### config.mk
export PLATFORM = sky130hd
export DESIGN_NAME = id_ex_stage
export DESIGN_NICKNAME = d
export VERILOG_FILES = /design/src/rtl/id_ex_stage.sv
export SDC_FILE = /design/constraint.sdc
export NUM_CORES = 1
export LEC_CHECK = 0
export CAP_MARGIN = 15
export CORE_ASPECT_RATIO = 0.6
export CORE_MARGIN = 5
export CORE_UTILIZATION = 33
export DETAILED_ROUTE_END_ITERATION = 10
export PLACE_DENSITY_LB_ADDON = 0.08
export RECOVER_POWER = 100
export SYNTH_ARGS = -nofsm -noshare
export SYNTH_HDL_FRONTEND = slang
export SYNTH_SLANG_ARGS = --single-unit
### constraint.sdc
create_clock -name clock_in -period 1.8 [get_ports clock_in]
set_clock_uncertainty 0.15 [all_clocks]
set_input_delay 0.18 -clock clock_in [delete_from_list [all_inputs] [get_ports clock_in]]
set_output_delay 0.18 -clock clock_in [all_outputs]
set_load 0.1 [all_outputs]
### src/rtl/id_ex_stage.sv
// ID->EX pipeline register for the 5-stage MIPS core.
// Captures Register operands and decoded ID fields and presents them to EX one cycle later.
// Detects load-use hazards: it stalls PC and IF/ID and inserts a bubble.
// A taken branch or jump (flush) squashes the instruction entering EX.
// Optional feature macro: WB_BYPASS_EN. When defined, operands are forwarded from the
// WB write port when WB writes the same register in the same cycle.
module id_ex_stage #(
  parameter int DW = 32,
  parameter int RW = 5
) (
  input  logic          clock_in,
  input  logic          reset,
  input  logic          flush,
  input  logic          id_valid,
  input  logic [DW-1:0] id_readData1,
  input  logic [DW-1:0] id_readData2,
  input  logic [DW-1:0] id_imm,
  input  logic [DW-1:0] id_pc4,
  input  logic [RW-1:0] id_rs,
  input  logic [RW-1:0] id_rt,
  input  logic [RW-1:0] id_rd,
  input  logic [8:0]    id_ctrl,
  input  logic          wb_regWrite,
  input  logic [RW-1:0] wb_writeReg,
  input  logic [DW-1:0] wb_writeData,
  output logic          pcWrite,
  output logic          ifidWrite,
  output logic          ex_valid,
  output logic [DW-1:0] ex_readData1,
  output logic [DW-1:0] ex_readData2,
  output logic [DW-1:0] ex_imm,
  output logic [DW-1:0] ex_pc4,
  output logic [RW-1:0] ex_rs,
  output logic [RW-1:0] ex_rt,
  output logic [RW-1:0] ex_rd,
  output logic [8:0]    ex_ctrl,
  output logic [31:0]   stall_cnt
);

  // Bit position of memRead in {regDst,aluSrc,memToReg,regWrite,memRead,memWrite,branch,aluOp[1:0]}
  localparam int CTRL_MEMREAD = 4;

  logic          valid_q, valid_d;
  logic [DW-1:0] rd1_q, rd1_d, rd2_q, rd2_d, imm_q, imm_d, pc4_q, pc4_d;
  logic [RW-1:0] rs_q, rs_d, rt_q, rt_d, rd_q, rd_d;
  logic [8:0]    ctrl_q, ctrl_d;
  logic [31:0]   cnt_q, cnt_d;
  logic          hazard_s;
  logic [DW-1:0] op1_s, op2_s;

  // Load-use hazard: the load in EX targets a register the ID instruction reads (never r0)
  always_comb begin
    hazard_s = valid_q & ctrl_q[CTRL_MEMREAD] & id_valid & (rt_q != {RW{1'b0}}) &
               ((rt_q == id_rs) | (rt_q == id_rt));
  end

  assign pcWrite   = ~hazard_s;
  assign ifidWrite = ~hazard_s;

`ifdef WB_BYPASS_EN
  // Forward the WB write value when it targets an operand register read this cycle
  always_comb begin
    op1_s = id_readData1;
    op2_s = id_readData2;
    if (wb_regWrite && (wb_writeReg != {RW{1'b0}}) && (wb_writeReg == id_rs)) begin
      op1_s = wb_writeData;
    end else begin
      op1_s = id_readData1;
    end
    if (wb_regWrite && (wb_writeReg != {RW{1'b0}}) && (wb_writeReg == id_rt)) begin
      op2_s = wb_writeData;
    end else begin
      op2_s = id_readData2;
    end
  end
`else
  // Without bypass the WB port is not observed; operands come straight from Register
  logic unused_wb_s;
  assign unused_wb_s = ^{wb_regWrite, wb_writeReg, wb_writeData};

  // Operands pass through unchanged
  always_comb begin
    op1_s = id_readData1;
    op2_s = id_readData2;
  end
`endif

  // Next-state selection: flush beats hazard; both insert an all-zero bubble
  always_comb begin
    valid_d = id_valid;
    rd1_d   = op1_s;
    rd2_d   = op2_s;
    imm_d   = id_imm;
    pc4_d   = id_pc4;
    rs_d    = id_rs;
    rt_d    = id_rt;
    rd_d    = id_rd;
    ctrl_d  = id_valid ? id_ctrl : 9'd0;
    cnt_d   = cnt_q;
    if (flush || hazard_s) begin
      valid_d = 1'b0;
      rd1_d   = {DW{1'b0}};
      rd2_d   = {DW{1'b0}};
      imm_d   = {DW{1'b0}};
      pc4_d   = {DW{1'b0}};
      rs_d    = {RW{1'b0}};
      rt_d    = {RW{1'b0}};
      rd_d    = {RW{1'b0}};
      ctrl_d  = 9'd0;
      if (!flush) begin
        cnt_d = cnt_q + 32'd1;
      end else begin
        cnt_d = cnt_q;
      end
    end else begin
      cnt_d = cnt_q;
    end
  end

  // Pipeline register with synchronous reset
  always_ff @(posedge clock_in) begin
    if (reset) begin
      valid_q <= 1'b0;
      rd1_q   <= {DW{1'b0}};
      rd2_q   <= {DW{1'b0}};
      imm_q   <= {DW{1'b0}};
      pc4_q   <= {DW{1'b0}};
      rs_q    <= {RW{1'b0}};
      rt_q    <= {RW{1'b0}};
      rd_q    <= {RW{1'b0}};
      ctrl_q  <= 9'd0;
      cnt_q   <= 32'd0;
    end else begin
      valid_q <= valid_d;
      rd1_q   <= rd1_d;
      rd2_q   <= rd2_d;
      imm_q   <= imm_d;
      pc4_q   <= pc4_d;
      rs_q    <= rs_d;
      rt_q    <= rt_d;
      rd_q    <= rd_d;
      ctrl_q  <= ctrl_d;
      cnt_q   <= cnt_d;
    end
  end

  assign ex_valid     = valid_q;
  assign ex_readData1 = rd1_q;
  assign ex_readData2 = rd2_q;
  assign ex_imm       = imm_q;
  assign ex_pc4       = pc4_q;
  assign ex_rs        = rs_q;
  assign ex_rt        = rt_q;
  assign ex_rd        = rd_q;
  assign ex_ctrl      = ctrl_q;
  assign stall_cnt    = cnt_q;

endmodule
# Word level (Yosys, flattened, before mapping)
# Cells that the tools add are included.
dict set report totals {
  regBits 185
  input_bits 194
  out_inout_bits 187
}
dict set report classes {
  add_sub_neg 1
  n_eq_ne 2
  bitwise_logic 8
  n_reduce_logical 5
}
# op count
set op_table {}
lappend op_table {{adder 32 x 1 -> 32 bit, second input constant} 1}
lappend op_table {{equality test 5 bit} 2}
lappend op_table {{nonzero test 5 bit} 1}
lappend op_table {{bitwise AND 1 bit} 4}
lappend op_table {{NOT 1 bit} 3}
lappend op_table {{OR reduction 3 bit} 1}
lappend op_table {{AND reduction 2 bit} 1}
lappend op_table {{OR reduction 2 bit} 1}
lappend op_table {{logical OR 1 bit} 1}
lappend op_table {{bitwise OR 1 bit} 1}

# Logic depth before layout (Yosys ltp)
dict set report logic_depth {
  depth_word 6
  mapped_depth 7
  ltp_nobuf 6
}

# Least setup slack after synthesis
# OpenSTA, ideal clock, no wires.
dict set report synth_timing {
  kind {reg2out}
  startpoint {register rt_q[4], in the netlist ex_rt[4]}
  endpoint {output pcWrite}
  arrival_ps 3012
  required_time_ps 1470
  path_slack_ps -1542
  path_stages_with_launch 7
  cell_sequence {dfxtp_1 -> xor2_1 -> nor3_1 -> a32oi_2 -> buf_2 -> nand2b_1 -> buf_4}
}
dict set report synth_via {
  elab_chain_cells 4
  word_cells_on_any_way 7
  classes_between {eq/ne (2); bitwise (4); reduce/logical (1)}
}
# element line_no
set synth_lines {}
lappend synth_lines {{start: declaration} 45} ;# logic [RW-1:0] rs_q, rs_d, rt_q, rt_d, rd_q, rd_d;
lappend synth_lines {{start signal: assignment} 129} ;# rt_q <= {RW{1'b0}};
lappend synth_lines {{start signal: assignment} 140} ;# rt_q <= rt_d;
lappend synth_lines {{equality test 5 bit or nonzero test 5 bit (tied branches)} {54, 53}}
lappend synth_lines {{bitwise OR 1 bit or bitwise AND 1 bit (tied branches)} {54, 53}}
lappend synth_lines {{bitwise AND 1 bit (*)} 53} ;# hazard_s = valid_q & ctrl_q[CTRL_MEMREAD] & id_valid & (rt_q != {RW{1'b0}}) &
lappend synth_lines {{NOT 1 bit (*)} -}
lappend synth_lines {{end: declaration} 26} ;# output logic pcWrite,
# Mark *: on every way between the ends. The rest lies on a longest branch, timed or not.

# Worst setup path in the final report
dict set report layout_timing {
  startpoint {register rt_q[4], in the netlist ex_rt[4]}
  endpoint {output ifidWrite}
}
dict set report layout_via {
  elab_chain_cells 4
  word_cells_on_any_way 7
  classes_between {eq/ne (2); bitwise (4); reduce/logical (1)}
}
# element line_no
set layout_lines {}
lappend layout_lines {{equality test 5 bit or nonzero test 5 bit (tied branches)} {54, 53}}
lappend layout_lines {{bitwise OR 1 bit or bitwise AND 1 bit (tied branches)} {54, 53}}
lappend layout_lines {{bitwise AND 1 bit (*)} 53}
lappend layout_lines {{NOT 1 bit (*)} 58} ;# assign ifidWrite = ~hazard_s;
lappend layout_lines {{end: declaration} 27} ;# output logic ifidWrite,
# Marks and branches as above.

==> flow_summary.ini <==
[synthesis]
synth_area_sq_um = 6018
synth_area_leaders = dfxtp_1 (62%), and2_1 (15%), o31ai_1 (2.9%)
synthAdderAreaFrac = 0.002079
synth_top_family_by_area = simple AND/OR/NAND/NOR gates
muxShareOfSynthArea = 0
synth_largest_area_cell = dfxtp_1
seq_area_frac_synth = 0.6154
yosysUniqueCellTypes = 42
synth-compound-area-share = 0.07505
yosys_warnings = 0
synth_flop_cell = dfxtp_1
syn_area_per_cell_sq_um = 10.96
synth_fp_nets = 744
yosys.area_share.simple = 0.2590
synth_cells = 549
synth_xor_area_frac = 0.01455
synth_top_cell_area_share = 0.6154
synthArstFlopShare = 0
ys_ff_latch = 185
synth-edff-count = 0

[finish]
nets = 1180
layout_common_cells = clkdlybuf4s50_1 (155), dfxtp_1 (151), clkbuf_2 (149)
diodes = 0
finalInstanceArea_sq_um = 10900
drive_gt1_frac = 0.4188
fin_cells = 1238
final_common_cell = clkdlybuf4s50_1
area_delta_synth_final_pct = 81.06

[global_routing]
grt_max_degree = 49
gr-usage-met3 = 0.08159
track_usage = 0.2055
antenna_found_initial = 0
overflow = 0
first_global_vias = 6163
grtUsageMet2 = 0.3638
grt_pass1_wl_mm = 33.33
grt_busiest_layer = met2
grt_util_met1 = 0.2282

[clock_network]
clk_latency_ns = 0.42
cts_tree = done
clock-sinks = 185
clkSlewWorstSetupHoldPaths_ns = 0.08
cts_buffers = 17
cts_htree_levels = 4
clock_path_buffers = 2
root_buffer = clkbuf_16

[setup_path]
crit_family = flip-flops
path_depth = 5
crit_path_cell_trace = xor2_2, nor3_4, a32oi_4, nand2b_4, buf_12
crit_path_end = ifidWrite
crit_type = flip-flop to primary output
critPathMaxStageDelay_ns = 0.39
crit_fanout = 4
reg2regPathDepth = 7
critPathLaunch = ex_rt[4]
reg2reg_to = ex_readData1[25]
r2r_start = ex_rt[4]
r2r_slack_ns = -0.29
critPathCaptureType = primary output
startpoint_type = flip-flop
worstPathRequired_ns = 1.47
cp.arrival_ns = 1.80
crit_slowest_cell = dfxtp_4
cp_num_buf_inv = 1

[status]
status = finished with violations
violations = setup timing

[route]
firstDrtPassIters = 4
avgViaCountPerCell = 4.565
num_vias = 5652
drc_errors = 0
wire_per_inst_um = 17.92
postRouteAntennaNets = 0
drt_iter0_drc = 195
wl_mm = 22.19

[flow_run]
maxCapViolations = 0

[power_and_ir_drop]
p_clk_frac = 0.373
p_int_w = 0.006647
power_leakage_nw = 4.777
seq_power_share = 0.435
power.density_nw_per_um2 = 891.0
ir_drop_uv = 577.9
p_sw_w = 0.003062
combPwrFrac = 0.193
swShare = 0.3154

[placement]
port_buffers = 342
dpl-instance-area_sq_um = 10990
gp_congestion = 0.8814
place_hpwl_mm = 16.28
placed_cells = 1182
dpl_worst_slack_ns = -0.6323

[sta]
slew_violations = 0
setup_viol_count_final = 186
rsz0062_at_grt = true
max_freq_mhz = 470.3
hold_viol = 0
setup_slack_ns = -0.3265
fin_crit_ns = 2.127
period_share = 1.181
relSlewSlack = 0.5851
tightest_slew_ns = 0.6250
fin_tns_setup_ns = -43.32

[floorplanning]
rows = 38
die_w_um = 184.3
die_y_um = 114.6
die_area_sq_um = 21130
initial_core_util = 0.3349
core_area_sq_um = 17970
ios = 381

[hold_path]
worstHoldPathType = input port to flip-flop
hold_depth = 2
==> worst reg2reg max path, cell delays in order (launching register included) <==
cell,delay (ns)
dfxtp_4,0.37
xor2_2,0.16
nor3_4,0.24
a32oi_4,0.16
buf_4,0.18
o21a_4,0.26
bufbuf_16,0.31
and2_1,0.14
==> state kept, by name, indices dropped and copies added, names as in the netlist <==
signal	flops
ex_ctrl	9
ex_imm	32
ex_pc4	32
ex_rd	5
ex_readData1	32
ex_readData2	32
ex_rs	5
ex_rt	5
ex_valid	1
stall_cnt	32
==> per-layer routing <==
| layer | wire [um] | part of all wire | up-vias |
|---|---|---|---|
| li1 | - | - | 2737 |
| met1 | 8642 | 0.39 | 2666 |
| met2 | 11070 | 0.50 | 218 |
| met3 | 1986 | 0.089 | 31 |
| met4 | 494 | 0.022 | 0 |
| met5 | 0 | 0 | - |
==> worst min-delay path by stage <==
stage                     startpoint               end  slack, ns
finish                    id_pc4[17]        ex_pc4[17]       0.18
global route        id_readData2[19]  ex_readData2[19]       0.15
CTS                 id_readData2[19]  ex_readData2[19]       0.16
detailed placement     stall_cnt[31]     stall_cnt[31]       0.38
global placement       stall_cnt[31]     stall_cnt[31]       0.36
floorplan                      flush      stall_cnt[1]       0.12
==> what timing repair did <==
| item | CTS | global route |
|---|---|---|
| pin swaps | 12 | 5 |
| hold buffers | 0 | 0 |
| setup endpoints to repair | 186 | 187 |
| gates resized for setup | 37 | 16 |
| cloned | 10 | 0 |
| setup buffers | 12 | 3 |
==> Yosys cell counts, types with 4 or more instances <==
| library cell | count |
|---|---|
| o21ai_0 | 5 |
| clkbuf_1 | 25 |
| xor2_1 | 8 |
| and3_1 | 13 |
| nand3_1 | 13 |
| nand2_1 | 10 |
| nor2_1 | 7 |
| nor3_1 | 4 |
| o31ai_1 | 23 |
| dfxtp_1 | 185 |
| and2_1 | 144 |
| nand4_1 | 9 |
| or4_1 | 23 |
| clkbuf_8 | 4 |
| a21oi_1 | 32 |
| inv_1 | 7 |
==> logic make-up (layout without fill, tap and decap cells) <==
logic type | after synthesis | count (layout)
adder cells (fa/ha/maj) | 1 | 1
flip-flops | 185 | 185
XOR/XNOR | 10 | 10
AND/OR/NAND/NOR | 243 | 243
buffers and inverters | 40 | 488
AO/OA/AOI/OAI | 70 | 71
==> layout make-up <==
| class | count | area, sq um |
|---|---|---|
| fillers | 1512 | 7076 |
| flip-flops and latches | 185 | 3831 |
| repair buffers | 449 | 3754 |
| multi-input cells | 325 | 2420 |
| clock buffers | 18 | 439.2 |
| well taps | 240 | 300.3 |
| clock inverters | 14 | 126.4 |
| inverters | 7 | 26.28 |
==> power by group through the flow <==
stage          Combinational [W]  Sequential [W]  Clock (W)
6_report                 0.00187         0.00422    0.00362
5_1_grt                  0.00194         0.00424    0.00391
3_5_place_dp             0.00191         0.00434          0
3_3_place_gp             0.00190         0.00433          0
4_1_cts                  0.00205         0.00424    0.00372
2_1_floorplan           0.000215         0.00529          0
==> per-stage QoR <==
step / hold WS (ns) / total power [W] / utilization
floorplan: 0.1233 / 0.005505 / -
finish: 0.1762 / 0.009709 / 0.6063
CTS: 0.1559 / 0.01001 / 0.6738
detailed placement: 0.3766 / 0.006251 / 0.6116
global placement: 0.3585 / 0.006231 / 0.6116
global route: 0.1538 / 0.01008 / 0.6063
(Power assumes the default switching activity.)
